$ cat src/rtl/mem_access_stage_pkg.sv
// Shared widths, timeout limit, FSM state encoding and MEM/WB payload for the
// memory-access pipeline stage.
package mem_access_stage_pkg;

  localparam int unsigned XLEN     = 64;
  localparam int unsigned REGIDX_W = 5;
  localparam int unsigned TIMEOUT  = 255;
  localparam int unsigned CNT_W    = 8;

  typedef enum logic {
    IDLE = 1'b0,
    WAIT = 1'b1
  } state_t;

  // Contents of the MEM/WB pipeline register.
  typedef struct packed {
    logic [XLEN-1:0]     read_data;
    logic [XLEN-1:0]     result;
    logic [REGIDX_W-1:0] inst2;
    logic                memtoreg;
    logic                regwrite;
  } memwb_t;

endpackage

$ cat src/rtl/mem_wb_reg.sv
// MEM/WB pipeline register.
// Ports: clk, rst_n (async active-low), load_en (capture d), bubble (clear to
// all-zero, wins over load_en), d (next payload), q (registered payload).
module mem_wb_reg
  import mem_access_stage_pkg::*;
(
  input  logic   clk,
  input  logic   rst_n,
  input  logic   load_en,
  input  logic   bubble,
  input  memwb_t d,
  output memwb_t q
);

  memwb_t data_q, data_d;

  // Bubble takes priority so a stalled or aborted op never writes back.
  always_comb begin : next_data
    data_d = data_q;
    if (bubble) begin
      data_d = '0;
    end else if (load_en) begin
      data_d = d;
    end
  end

  always_ff @(posedge clk or negedge rst_n) begin : data_reg
    if (!rst_n) begin
      data_q <= '0;
    end else begin
      data_q <= data_d;
    end
  end

  assign q = data_q;

endmodule

$ cat src/rtl/mem_access_stage.sv
// Memory-access pipeline stage: issues data-memory requests, stalls upstream
// until acknowledged (or until a timeout aborts the op), drives the branch
// redirect and feeds the MEM/WB register.
// Ports: clk, reset (async active-low); EXMEM_* pipeline inputs; dmem_req/we/
// addr/wdata request and dmem_ack/rdata response; PCSrc/branch_target redirect;
// stall to upstream; MEMWB_* register outputs; mem_err sticky timeout flag.
module mem_access_stage
  import mem_access_stage_pkg::*;
(
  input  logic                clk,
  input  logic                reset,
  input  logic [XLEN-1:0]     EXMEM_Result,
  input  logic [XLEN-1:0]     EXMEM_ReadData2,
  input  logic [XLEN-1:0]     EXMEM_out,
  input  logic                EXMEM_ZERO,
  input  logic [REGIDX_W-1:0] EXMEM_inst2,
  input  logic                EXMEM_Branch,
  input  logic                EXMEM_MemRead,
  input  logic                EXMEM_MemtoReg,
  input  logic                EXMEM_MemWrite,
  input  logic                EXMEM_Regwrite,
  output logic                dmem_req,
  output logic                dmem_we,
  output logic [XLEN-1:0]     dmem_addr,
  output logic [XLEN-1:0]     dmem_wdata,
  input  logic                dmem_ack,
  input  logic [XLEN-1:0]     dmem_rdata,
  output logic                PCSrc,
  output logic [XLEN-1:0]     branch_target,
  output logic                stall,
  output logic [XLEN-1:0]     MEMWB_ReadData,
  output logic [XLEN-1:0]     MEMWB_Result,
  output logic [REGIDX_W-1:0] MEMWB_inst2,
  output logic                MEMWB_MemtoReg,
  output logic                MEMWB_Regwrite,
  output logic                mem_err
);

  state_t           state_q, state_d;
  logic [CNT_W-1:0] cnt_q, cnt_d;
  logic             mem_err_q, mem_err_d;
  logic             mem_op;
  logic             is_read;
  logic             timeout;
  memwb_t           wb_d, wb_q;

  // Write wins when both control bits are set.
  assign mem_op  = EXMEM_MemRead | EXMEM_MemWrite;
  assign is_read = EXMEM_MemRead & ~EXMEM_MemWrite;

  // Next state, WAIT counter, sticky error and request.
  always_comb begin : fsm_next
    state_d   = state_q;
    cnt_d     = cnt_q;
    mem_err_d = mem_err_q;
    dmem_req  = 1'b0;
    timeout   = 1'b0;
    case (state_q)
      IDLE: begin
        dmem_req = mem_op;
        if (mem_op && !dmem_ack) begin
          state_d = WAIT;
          cnt_d   = '0;
        end
      end
      WAIT: begin
        dmem_req = 1'b1;
        if (dmem_ack) begin
          state_d = IDLE;
        end else if (cnt_q + CNT_W'(1) == CNT_W'(TIMEOUT)) begin
          // Abort once the count would reach TIMEOUT: the IDLE request cycle
          // plus the preceding WAIT cycles give TIMEOUT stalled cycles.
          timeout   = 1'b1;
          state_d   = IDLE;
          mem_err_d = 1'b1;
        end else begin
          cnt_d = cnt_q + CNT_W'(1);
        end
      end
    endcase
    // Reset silences the request even though the inputs may show a memory op.
    if (!reset) begin
      dmem_req = 1'b0;
      timeout  = 1'b0;
    end
  end

  // Request qualifiers, stall and branch redirect.
  always_comb begin : req_outputs
    dmem_we = dmem_req & EXMEM_MemWrite;
    stall   = dmem_req & ~dmem_ack & ~timeout;
    PCSrc   = EXMEM_Branch & EXMEM_ZERO & ~stall;
  end

  assign dmem_addr     = EXMEM_Result;
  assign dmem_wdata    = EXMEM_ReadData2;
  assign branch_target = EXMEM_out;

  always_ff @(posedge clk or negedge reset) begin : state_reg
    if (!reset) begin
      state_q   <= IDLE;
      cnt_q     <= '0;
      mem_err_q <= 1'b0;
    end else begin
      state_q   <= state_d;
      cnt_q     <= cnt_d;
      mem_err_q <= mem_err_d;
    end
  end

  assign mem_err = mem_err_q;

  // Payload presented to MEM/WB when the instruction completes.
  always_comb begin : wb_payload
    wb_d           = '0;
    wb_d.result    = EXMEM_Result;
    wb_d.inst2     = EXMEM_inst2;
    wb_d.memtoreg  = EXMEM_MemtoReg;
    wb_d.regwrite  = EXMEM_Regwrite;
    wb_d.read_data = is_read ? dmem_rdata : '0;
  end

  mem_wb_reg u_mem_wb_reg (
    .clk     (clk),
    .rst_n   (reset),
    .load_en (~stall),
    .bubble  (stall | timeout),
    .d       (wb_d),
    .q       (wb_q)
  );

  assign MEMWB_ReadData = wb_q.read_data;
  assign MEMWB_Result   = wb_q.result;
  assign MEMWB_inst2    = wb_q.inst2;
  assign MEMWB_MemtoReg = wb_q.memtoreg;
  assign MEMWB_Regwrite = wb_q.regwrite;

endmodule

$ cat config.mk
export PLATFORM = sky130hd
export DESIGN_NAME = mem_access_stage
export DESIGN_NICKNAME = d
export VERILOG_FILES = /design/src/rtl/mem_access_stage_pkg.sv /design/src/rtl/mem_wb_reg.sv /design/src/rtl/mem_access_stage.sv
export SDC_FILE = /design/constraint.sdc
export NUM_CORES = 1
export LEC_CHECK = 0
export CAP_MARGIN = 15
export CORE_AREA = 8 8 226 228
export DETAILED_ROUTE_END_ITERATION = 10
export DIE_AREA = 0 0 234 236
export SLEW_MARGIN = 10
export SYNTH_ARGS = -nofsm -noshare
export SYNTH_HDL_FRONTEND = slang
export SYNTH_SLANG_ARGS = --single-unit
$ cat constraint.sdc
create_clock -name clk -period 2.9 [get_ports clk]
set_input_delay 0.435 -clock clk [delete_from_list [all_inputs] [get_ports clk]]
set_output_delay 0.435 -clock clk [all_outputs]
set_load 0.03 [all_outputs]
==> results.txt <==
The multi-input combinational cells in the finished layout cover a total of 1300 sq um. For the final routed database, the setup TNS stands at 0 ps. The logs give 261 ps for the minimum setup slack after placement and 1314 for the number of cells after detailed placement. After detailed routing, the average wire length per cell comes to 21.5 um. Yosys printed 0 warnings.

The number of antenna repair diodes was 0. Counting along the longest clock path gives a buffer depth of 2. The net count after synthesis is 828, and the period utilization is 94.9%. Final total power: 5.40 mW.

The post-synthesis async set-or-reset flop share is 100%. The overall die area is 55200 sq um. The CTS clock-pin slew for the worst setup and hold paths is 60 ps, and the count of max-cap constraint violations is 0. Final cell utilization of the core: 20.7%. STA classifies the critical path endpoint as a primary output. The tools report the total count of hold-check failures in the final report as 0. VDD sags by at most 0.270 mV. For the H-tree depth, the log shows 4. The run gives 1348 as the final instance count without filler cells. The wire length reported by the detailed router was 29000 um; the fraction of the yosys area taken by sequential cells was 56.1%. For the pin with the worst max-slew slack, the measured transition is 896 ps. The critical path in this run is classified as flop to primary output.

In the routed design, unresolved DRC markers number 0. The overall overflow remaining after global route is 0, and the insertion delay to the later sink of the worst-skew pair is 460 ps. Setup repair after global routing left no endpoint under its margin. The worst path meets setup with 148 ps of slack. The commonest cells after synthesis are sky130_fd_sc_hd__buf_4, sky130_fd_sc_hd__dfrtp_1, sky130_fd_sc_hd__nor2b_1.

The number of global-route vias before repair came out at 4708. Data on the critical path arrives at its endpoint at 2320 ps. The first global-routing pass estimated 38600 um of wire.

The wire-length estimate of the detail-placed layout is 24700 um. STA classifies the critical path startpoint as a flop. TritonCTS created 17 clock buffers. Yosys mapped a number of flops with a built-in enable equal to 0. Number of distinct library cells after synthesis: 37. The post-route netlist has 7.09% of its cells at a drive strength greater than 1.

Pin placement for this block handled 602 I/O pins. Sorting the synthesized cells by area gives the leading types as sky130_fd_sc_hd__dfrtp_1, sky130_fd_sc_hd__buf_4, sky130_fd_sc_hd__nor2b_1. The largest net degree at the start of global routing was 69. The mapped netlist covers 6470 sq um. The path category of the worst min-delay check was input pin to async pin. The upper clock frequency limit is 0.363 GHz, and the number of nets with antenna violations after routing is 0.

The sink count of the clock tree was 145. Floorplan row count: 80. Measured along the y axis, the die boundary spans 236 um. Along the worst path, the maximum fanout reaches 8.

The most frequent cell after synthesis is sky130_fd_sc_hd__buf_4. From left edge to right edge, the die measures 234 um. The worst pin sits at a relative slew slack of 40.3%. After technology mapping, the gate count stands at 556. Counting the fill cells in the layout gives 5139. For the initial standard-cell utilization of the core, the log shows 13.7%. For this design the static power due to leakage is 4.05 nW. For the final database, setup skew stands at 7.79 ps. The number of detailed-routing iterations run before antenna repair is 4, and the overall track demand over capacity in global routing is 10.2%. The top-area cell type share of the netlist area was 56.1%; the total area of sequential cells was 3630 sq um. sky130_fd_sc_hd__dfrtp_1 takes more of the synthesized area than any other cell. The congestion estimate from routability-driven global placement came to 0.778.

The clock period minus final worst setup slack is 2750 ps, and the required time at the worst-slack endpoint is 2470 ps. Among all flip-flop cells after synthesis, the most frequent one is sky130_fd_sc_hd__dfrtp_1. In this run the clock root is driven by a sky130_fd_sc_hd__clkbuf_16. The routed layout has 4308 vias. The flow ran to the end, and the final reports show no timing, DRC or antenna violations.

Count of pins over their slew limit: 0. After detailed routing, the number of vias per cell comes to 3.20. TritonCTS built the clock tree. In this run, synthesis produced a sequential element count of 145. After floorplanning, the core was sized to cover 47300 sq um.

In this run, the number of DRC markers left after iteration 0 of detailed routing was 108. The net total in the final layout was 992; the number of antenna violations at the first check in global routing was 3. The power density relative to cell area came out at 550 nW/um^2. Setup violations remaining at the end of the flow were counted as 0. From synthesis to final layout, the design area changed by 51.7%. The count of buffers added on input and output ports is 345.

Mean cell area of the mapped netlist: 11.6 sq um.
==> area by class of cell <==
| cell class | instances | share of cell area, % |
|---|---|---|
| timing repair buffer | 352 | 35.9 |
| inverter | 4 | 0.153 |
| clock inverter | 13 | 1.29 |
| multi-input combinational | 200 | 13.2 |
| clock buffer | 19 | 4.61 |
| tap | 615 | 7.84 |
| sequential | 145 | 37.0 |
==> metal layers <==
metal / track usage, % / part of all wire (%) / vias up / wire [um]
met1: 7.35 / 26 / 2006 / 7500
met3: 7.41 / 16 / 78 / 4560
met2: 19.5 / 55 / 346 / 16000
met4: 3.99 / 2.9 / 6 / 837
met5: 0 / 0.14 / - / 41
li1: - / - / 1872 / -
==> cell usage in the layout (no fill, tap or decap), types with 2 or more instances in the layout <==
master / instances
sky130_fd_sc_hd__a21o_1: 2
sky130_fd_sc_hd__a21oi_1: 2
sky130_fd_sc_hd__and2_1: 66
sky130_fd_sc_hd__and3_1: 2
sky130_fd_sc_hd__buf_12: 2
sky130_fd_sc_hd__buf_4: 7
sky130_fd_sc_hd__clkbuf_16: 17
sky130_fd_sc_hd__clkbuf_8: 2
sky130_fd_sc_hd__clkdlybuf4s50_1: 341
sky130_fd_sc_hd__clkinvlp_4: 6
sky130_fd_sc_hd__dfrtp_1: 144
sky130_fd_sc_hd__ha_1: 2
sky130_fd_sc_hd__inv_1: 4
sky130_fd_sc_hd__inv_6: 3
sky130_fd_sc_hd__mux2i_1: 3
sky130_fd_sc_hd__nand2_1: 9
sky130_fd_sc_hd__nand3b_1: 2
sky130_fd_sc_hd__nand4_1: 2
sky130_fd_sc_hd__nor2_1: 8
sky130_fd_sc_hd__nor2b_1: 71
sky130_fd_sc_hd__o21ai_0: 7
sky130_fd_sc_hd__o31ai_1: 3
sky130_fd_sc_hd__xnor2_1: 2
==> worst max-delay path, stage by stage, from the launching register on <==
cell and delay, ps:
sky130_fd_sc_hd__dfrtp_1 470, sky130_fd_sc_hd__ha_1 280, sky130_fd_sc_hd__nand3b_1 110, sky130_fd_sc_hd__mux2i_1 90
sky130_fd_sc_hd__a31oi_2 330, sky130_fd_sc_hd__nor2_2 110, sky130_fd_sc_hd__a41o_1 290, sky130_fd_sc_hd__buf_4 180
==> power by group <==
group | switching [mW] | internal, mW | total (mW)
sequential | 0.0520 | 2.13 | 2.19
clock | 0.939 | 1.23 | 2.17
combinational | 0.557 | 0.486 | 1.04
==> path summary, 6_finish.rpt <==
check                                             endpoint                  from  cells after the start  slack (ps)
min                        u_mem_wb_reg.q[133]$_DFFE_PN0P_                 reset                      2         370
min reg2reg                            mem_err$_DFFE_PN0P_   mem_err$_DFFE_PN0P_                      1         470
max                                                  PCSrc  cnt_q[1]$_DFFE_PN0P_                      7         150
min in group clk                       mem_err$_DFFE_PN0P_   mem_err$_DFFE_PN0P_                      1         470
max in group asynchronous             cnt_q[0]$_DFFE_PN0P_                 reset                      3        1380
max reg2reg                 u_mem_wb_reg.q[71]$_DFFE_PN0P_     state_q$_DFF_PN0_                      6         790
==> per-stage QoR <==
stage / hold WS [ps] / area, sq um
global route: 333 / 9820
global placement: 254 / 9210
CTS: 308 / 9820
detailed placement: 252 / 9210
floorplan: 139 / 6470
finish: 370 / 9820
==> what timing repair did <==
action / CTS / global route
buffers inserted: 1 / 0
setup endpoints to repair: 2 / 2
gates resized for setup: 3 / 2
endpoints found under the hold margin: 10 / 0
hold buffers: 1 / 0
==> registers in the layout (all words and copies together), names as in the netlist <==
name / flops
u_mem_wb_reg.q: 135
cnt_q: 8
state_q: 1
mem_err: 1
==> cell families (layout without fill, tap and decap cells) <==
kind of cell | after synthesis | after routing | share of synthesized area [%]
simple gates | 171 | 171 | 16.4
compound gates | 22 | 22 | 2.32
flops | 145 | 145 | 56.1
mux | 3 | 3 | 0.464
xor+xnor | 2 | 2 | 0.271
buf+inv | 211 | 388 | 24.1
fa+ha+maj | 2 | 2 | 0.387
Power figures use the tool's default switching activity.
==> RTL change 1, RTL diff (same flow settings) <==
Reset style: synchronous (`reset` and `rst_n`), changed in 2 clocked blocks. Comments in the files are not updated.
--- a/src/rtl/mem_wb_reg.sv
+++ b/src/rtl/mem_wb_reg.sv
@@ -24,7 +24,7 @@
     end
   end
 
-  always_ff @(posedge clk or negedge rst_n) begin : data_reg
+  always_ff @(posedge clk) begin : data_reg
     if (!rst_n) begin
       data_q <= '0;
     end else begin
--- a/src/rtl/mem_access_stage.sv
+++ b/src/rtl/mem_access_stage.sv
@@ -96,7 +96,7 @@
   assign dmem_wdata    = EXMEM_ReadData2;
   assign branch_target = EXMEM_out;
 
-  always_ff @(posedge clk or negedge reset) begin : state_reg
+  always_ff @(posedge clk) begin : state_reg
     if (!reset) begin
       state_q   <= IDLE;
       cnt_q     <= '0;
Function: differs if reset is asserted again (counterexample within 4 cycles, from zero or initial values and one cycle with reset low); with reset held inactive, the same outputs for 4 cycles.
==> RTL change 1 against the original RTL <==
  * Total power fell by 4.3%
  * Routed wire length increased by 3.1%
  * Design area is 7.2% lower
  * Hold slack improved by 0.099 ns
  * Fmax is 1.4% higher
  * Worst setup slack gained 0.039 ns
  * Critical path depth unchanged
  * Sequential cell count did not move
  * Area after synthesis is 11% lower
==> RTL change 1: results (changes against the original RTL) <==
status=complete, no violations; startpoint class of the critical path=register; Leak Pwr=0.00336 uW (-17%); sequential-to-total area share from yosys stat=50.6% (-5.5 points); gr usage total=10.5% (+0.33 points); slowest stage cell, crit path=dfxtp_1; DP HPWL=25500 um (+3.3%); gp weighted congestion=0.779 (+0.15%); syn nets=825 (-0.36%); top post-synthesis cells by area=dfxtp_1 (51%), buf_4 (25%), and2_1 (15%); FF-to-FF setup slack=1.05 ns (+0.26 ns); CTS root buf=clkbuf_16; synth unique cells=41 (+11%); Fin Hold WS=0.469 ns (+0.0985 ns); count of multi-input gates=192 (-4.0%); slew margin rel.=58.5% (+18 points); vias in the first global route=4376 (-7.1%); Initial DRC Count=107 (-0.93%); WP data arrival=2.28 ns (-0.04 ns); cells on worst reg2reg path=7 (+1); Register Area=2900 um^2 (-20%); average vias per placed instance=3.06 (-4.2%); Final non-clock buffer share=38.4% (+2.5 points); Inverters, non-clock=9 (+5); first-pass GRT wire length=38500 um (-0.20%); Max VDD drop=287 uV (+6.3%); clock network share of area=6.44% (+0.54 points); hold path startpoint=mem_err; fraction of area in multi-input gates=14.4% (+1.2 points); largest net degree at the start of global routing=72 (+4.3%); Crit Path Max Fanout=9 (+1); Clock buffer cells=18 (-1); Top FF cell, synth=dfxtp_1; fillcell total=5185 (+0.90%); nets@finish=988 (-0.40%); Internal Power=3690 uW (-4.4%); worst r2r dst=cnt_q[2]; Antenna diodes=3 (+3); RR Startpoint=cnt_q[1]; HP Class=reg2reg; clock skew=0.0105 ns (+0.00269 ns); asr flop ratio synth=0% (-100 points); Repair and plain buffers=351 (-0.28%); share of cells above drive strength 1=8.78% (+1.7 points); synth cell count leaders=buf_4 (192), dfxtp_1 (145), and2_1 (138); final wirelength=29900 um (+3.1%); postcts setup bufs=0 (-1)
-- RTL change 1: logic make-up (layout without fill, tap and decap cells) --
| group | after synthesis | count (layout) | synth area share (%) |
|---|---|---|---|
| adder cells (fa/ha/maj) | 2 | 2 | 0.436 |
| buffers and inverters | 216 | 392 | 27.0 |
| other | 0 | 3 | 0 |
| AO/OA/AOI/OAI | 25 | 25 | 3.82 |
| flip-flops | 145 | 145 | 50.6 |
| XOR/XNOR | 1 | 1 | 0.153 |
| multiplexers | 2 | 2 | 0.371 |
| AND/OR/NAND/NOR | 162 | 162 | 17.6 |
-- RTL change 1: layer usage --
metal  up-vias  GRT usage (%)  part of all wire [%]
met5         -              0                 0.090
met4         4           4.39                   2.4
met3        54           8.83                    18
met2       396           19.2                    52
met1      1800           7.63                    28
li1       1871              -                     -
-- RTL change 1: power groups by stage --
stage	sequential (uW)	clock, uW	combinational (uW)
floorplan	2260	0	574
global placement	2130	0	835
detailed placement	2130	0	837
CTS	2080	2410	840
global route	2090	2460	863
finish	2080	2270	820
-- RTL change 1: what timing repair did --
item | CTS | global route
endpoints found under the setup margin | 2 | 2
resized for setup | 5 | 3
hold buffers | 0 | 0
-- RTL change 1: per-stage QoR --
stage / power (uW) / cells / util [%] / setup slack (ns) / cell area [um^2]
2_1_floorplan: 2840 / 553 / - / 0.412 / 5740
3_3_place_gp: 2960 / 1312 / 17.9 / 0.203 / 8500
6_report: 5170 / 1347 / 19.2 / 0.187 / 9110
4_1_cts: 5330 / 1344 / 19.2 / 0.0556 / 9090
5_1_grt: 5410 / 1344 / 19.2 / 0.0291 / 9100
3_5_place_dp: 2960 / 1312 / 17.9 / 0.171 / 8500
==> RTL change 2, RTL diff (same settings) <==
Made on the original files. Set the package constant `REGIDX_W` to 6 (it was 5).
--- a/src/rtl/mem_access_stage_pkg.sv
+++ b/src/rtl/mem_access_stage_pkg.sv
@@ -3,7 +3,7 @@
 package mem_access_stage_pkg;
 
   localparam int unsigned XLEN     = 64;
-  localparam int unsigned REGIDX_W = 5;
+  localparam int unsigned REGIDX_W = 6;
   localparam int unsigned TIMEOUT  = 255;
   localparam int unsigned CNT_W    = 8;
 
Ports: changed (resized EXMEM_inst2 and MEMWB_inst2); port bits go from 602 to 604. No check against the original RTL was run, so the function may have changed too.
==> RTL change 2 against the original RTL <==
  * Routed wire length up 14%
  * First-iteration DRC count increased by 31%
  * Worst setup slack gained 0.053 ns
  * Area after synthesis barely moved
  * Count of clock-buffer cells in the layout is the same
  * Design area about the same
  * Final cell count rose by 0.37%
  * Sequential cell count increased by 1
  * Total power barely moved
  * Non-clock buffer count grew 3
  * Clock skew increased by 0.012 ns
==> RTL change 2: results (changes against the original RTL) <==
status=complete, no violations; largest net degree at the start of global routing=65 (-5.8%); share of cells above drive strength 1=8.41% (+1.3 points); Worst-Margin Slew=0.818 ns (-0.0777 ns); Leak Pwr=0.00406 uW (+0.21%); IO buf count=347 (+0.58%); gr usage total=11.5% (+1.4 points); gp weighted congestion=0.801 (+3.0%); average vias per placed instance=3.25 (+1.7%); mux contribution to synthesized area=0.464% (about the same); initial antenna violation count=4 (+1); max FFs per register=136 (+0.74%); Inst Count DP=1322 (+0.61%); Sw Share=28.1% (-0.55 points); PostCTS Resize Cnt=5 (+2); largest stage delay on the critical path=0.45 ns (-0.02 ns); Initial DRC Count=141 (+31%); top post-synthesis cells by area=dfrtp_1 (56%), buf_4 (22%), nor2b_1 (7.1%); synth cell count leaders=buf_4 (192), dfrtp_1 (146), nor2b_1 (73); Max VDD drop=283 uV (+4.6%); slowest stage cell, crit path=dfrtp_2; WL/cell=24.4 um (+14%); register share of total power=40.8% (+0.3 points); Mapped Cells=560 (+0.72%); post-synthesis adder-cell area fraction=0.387% (about the same); synth unique cells=42 (+14%)
## RTL change 2: changes by cell type after synthesis, sizes merged, moves of 2 or more
cell | unedited run | this run
inv | 4 | 6
buf | 199 | 194
nand3 | 0 | 4
nor2 | 9 | 7
a21oi | 2 | 4
clkbuf | 8 | 14
o31ai | 3 | 1
## RTL change 2: cells by family (layout without fill, tap and decap cells)
kind of cell	after synthesis	count (layout)
multiplexers	3	3
buffers and inverters	214	391
AO/OA/AOI/OAI	22	22
other	0	1
adder cells (fa/ha/maj)	2	2
AND/OR/NAND/NOR	171	171
flip-flops	146	146
XOR/XNOR	2	2
## RTL change 2: final cells by class
class	count	area (um^2)
timing repair buffer	355	3520
tap	615	769
antenna	1	2.50
fill	5123	37500
clock inverter	11	116
multi-input combinational	200	1300
clock buffer	19	433
inverter	6	22.5
sequential	146	3660
## RTL change 2: path summary, 6_finish.rpt
path | from | endpoint | slack (ns)
max | cnt_q[0] | stall | 0.20
min | reset | u_mem_wb_reg.q[82] | 0.03
max reg2reg | state_q | u_mem_wb_reg.q[15] | 0.79
min reg2reg | mem_err | mem_err | 0.46
max in group asynchronous | reset | u_mem_wb_reg.q[29] | 1.73
min in group clk | mem_err | mem_err | 0.46
## RTL change 2: metal layers
layer	up-vias	GRT usage, %	wire, um
met1	2033	8.31	8670
met4	4	4.29	843
met5	-	0	27
li1	1888	-	-
met2	406	21.7	17700
met3	66	9.19	5770
## RTL change 2: through the flow
step	setup WS (ns)	total power, uW	hold WS, ns	utilization, %
after detailed placement	0.162	3340	0.451	19.5
after floorplan	0.173	3070	0.139	-
after CTS	0.0283	5540	0.000277	20.7
final	0.201	5400	0.0291	20.7
after global placement	0.151	3330	0.442	19.5
after global routing	0.0331	5650	0.0243	20.7
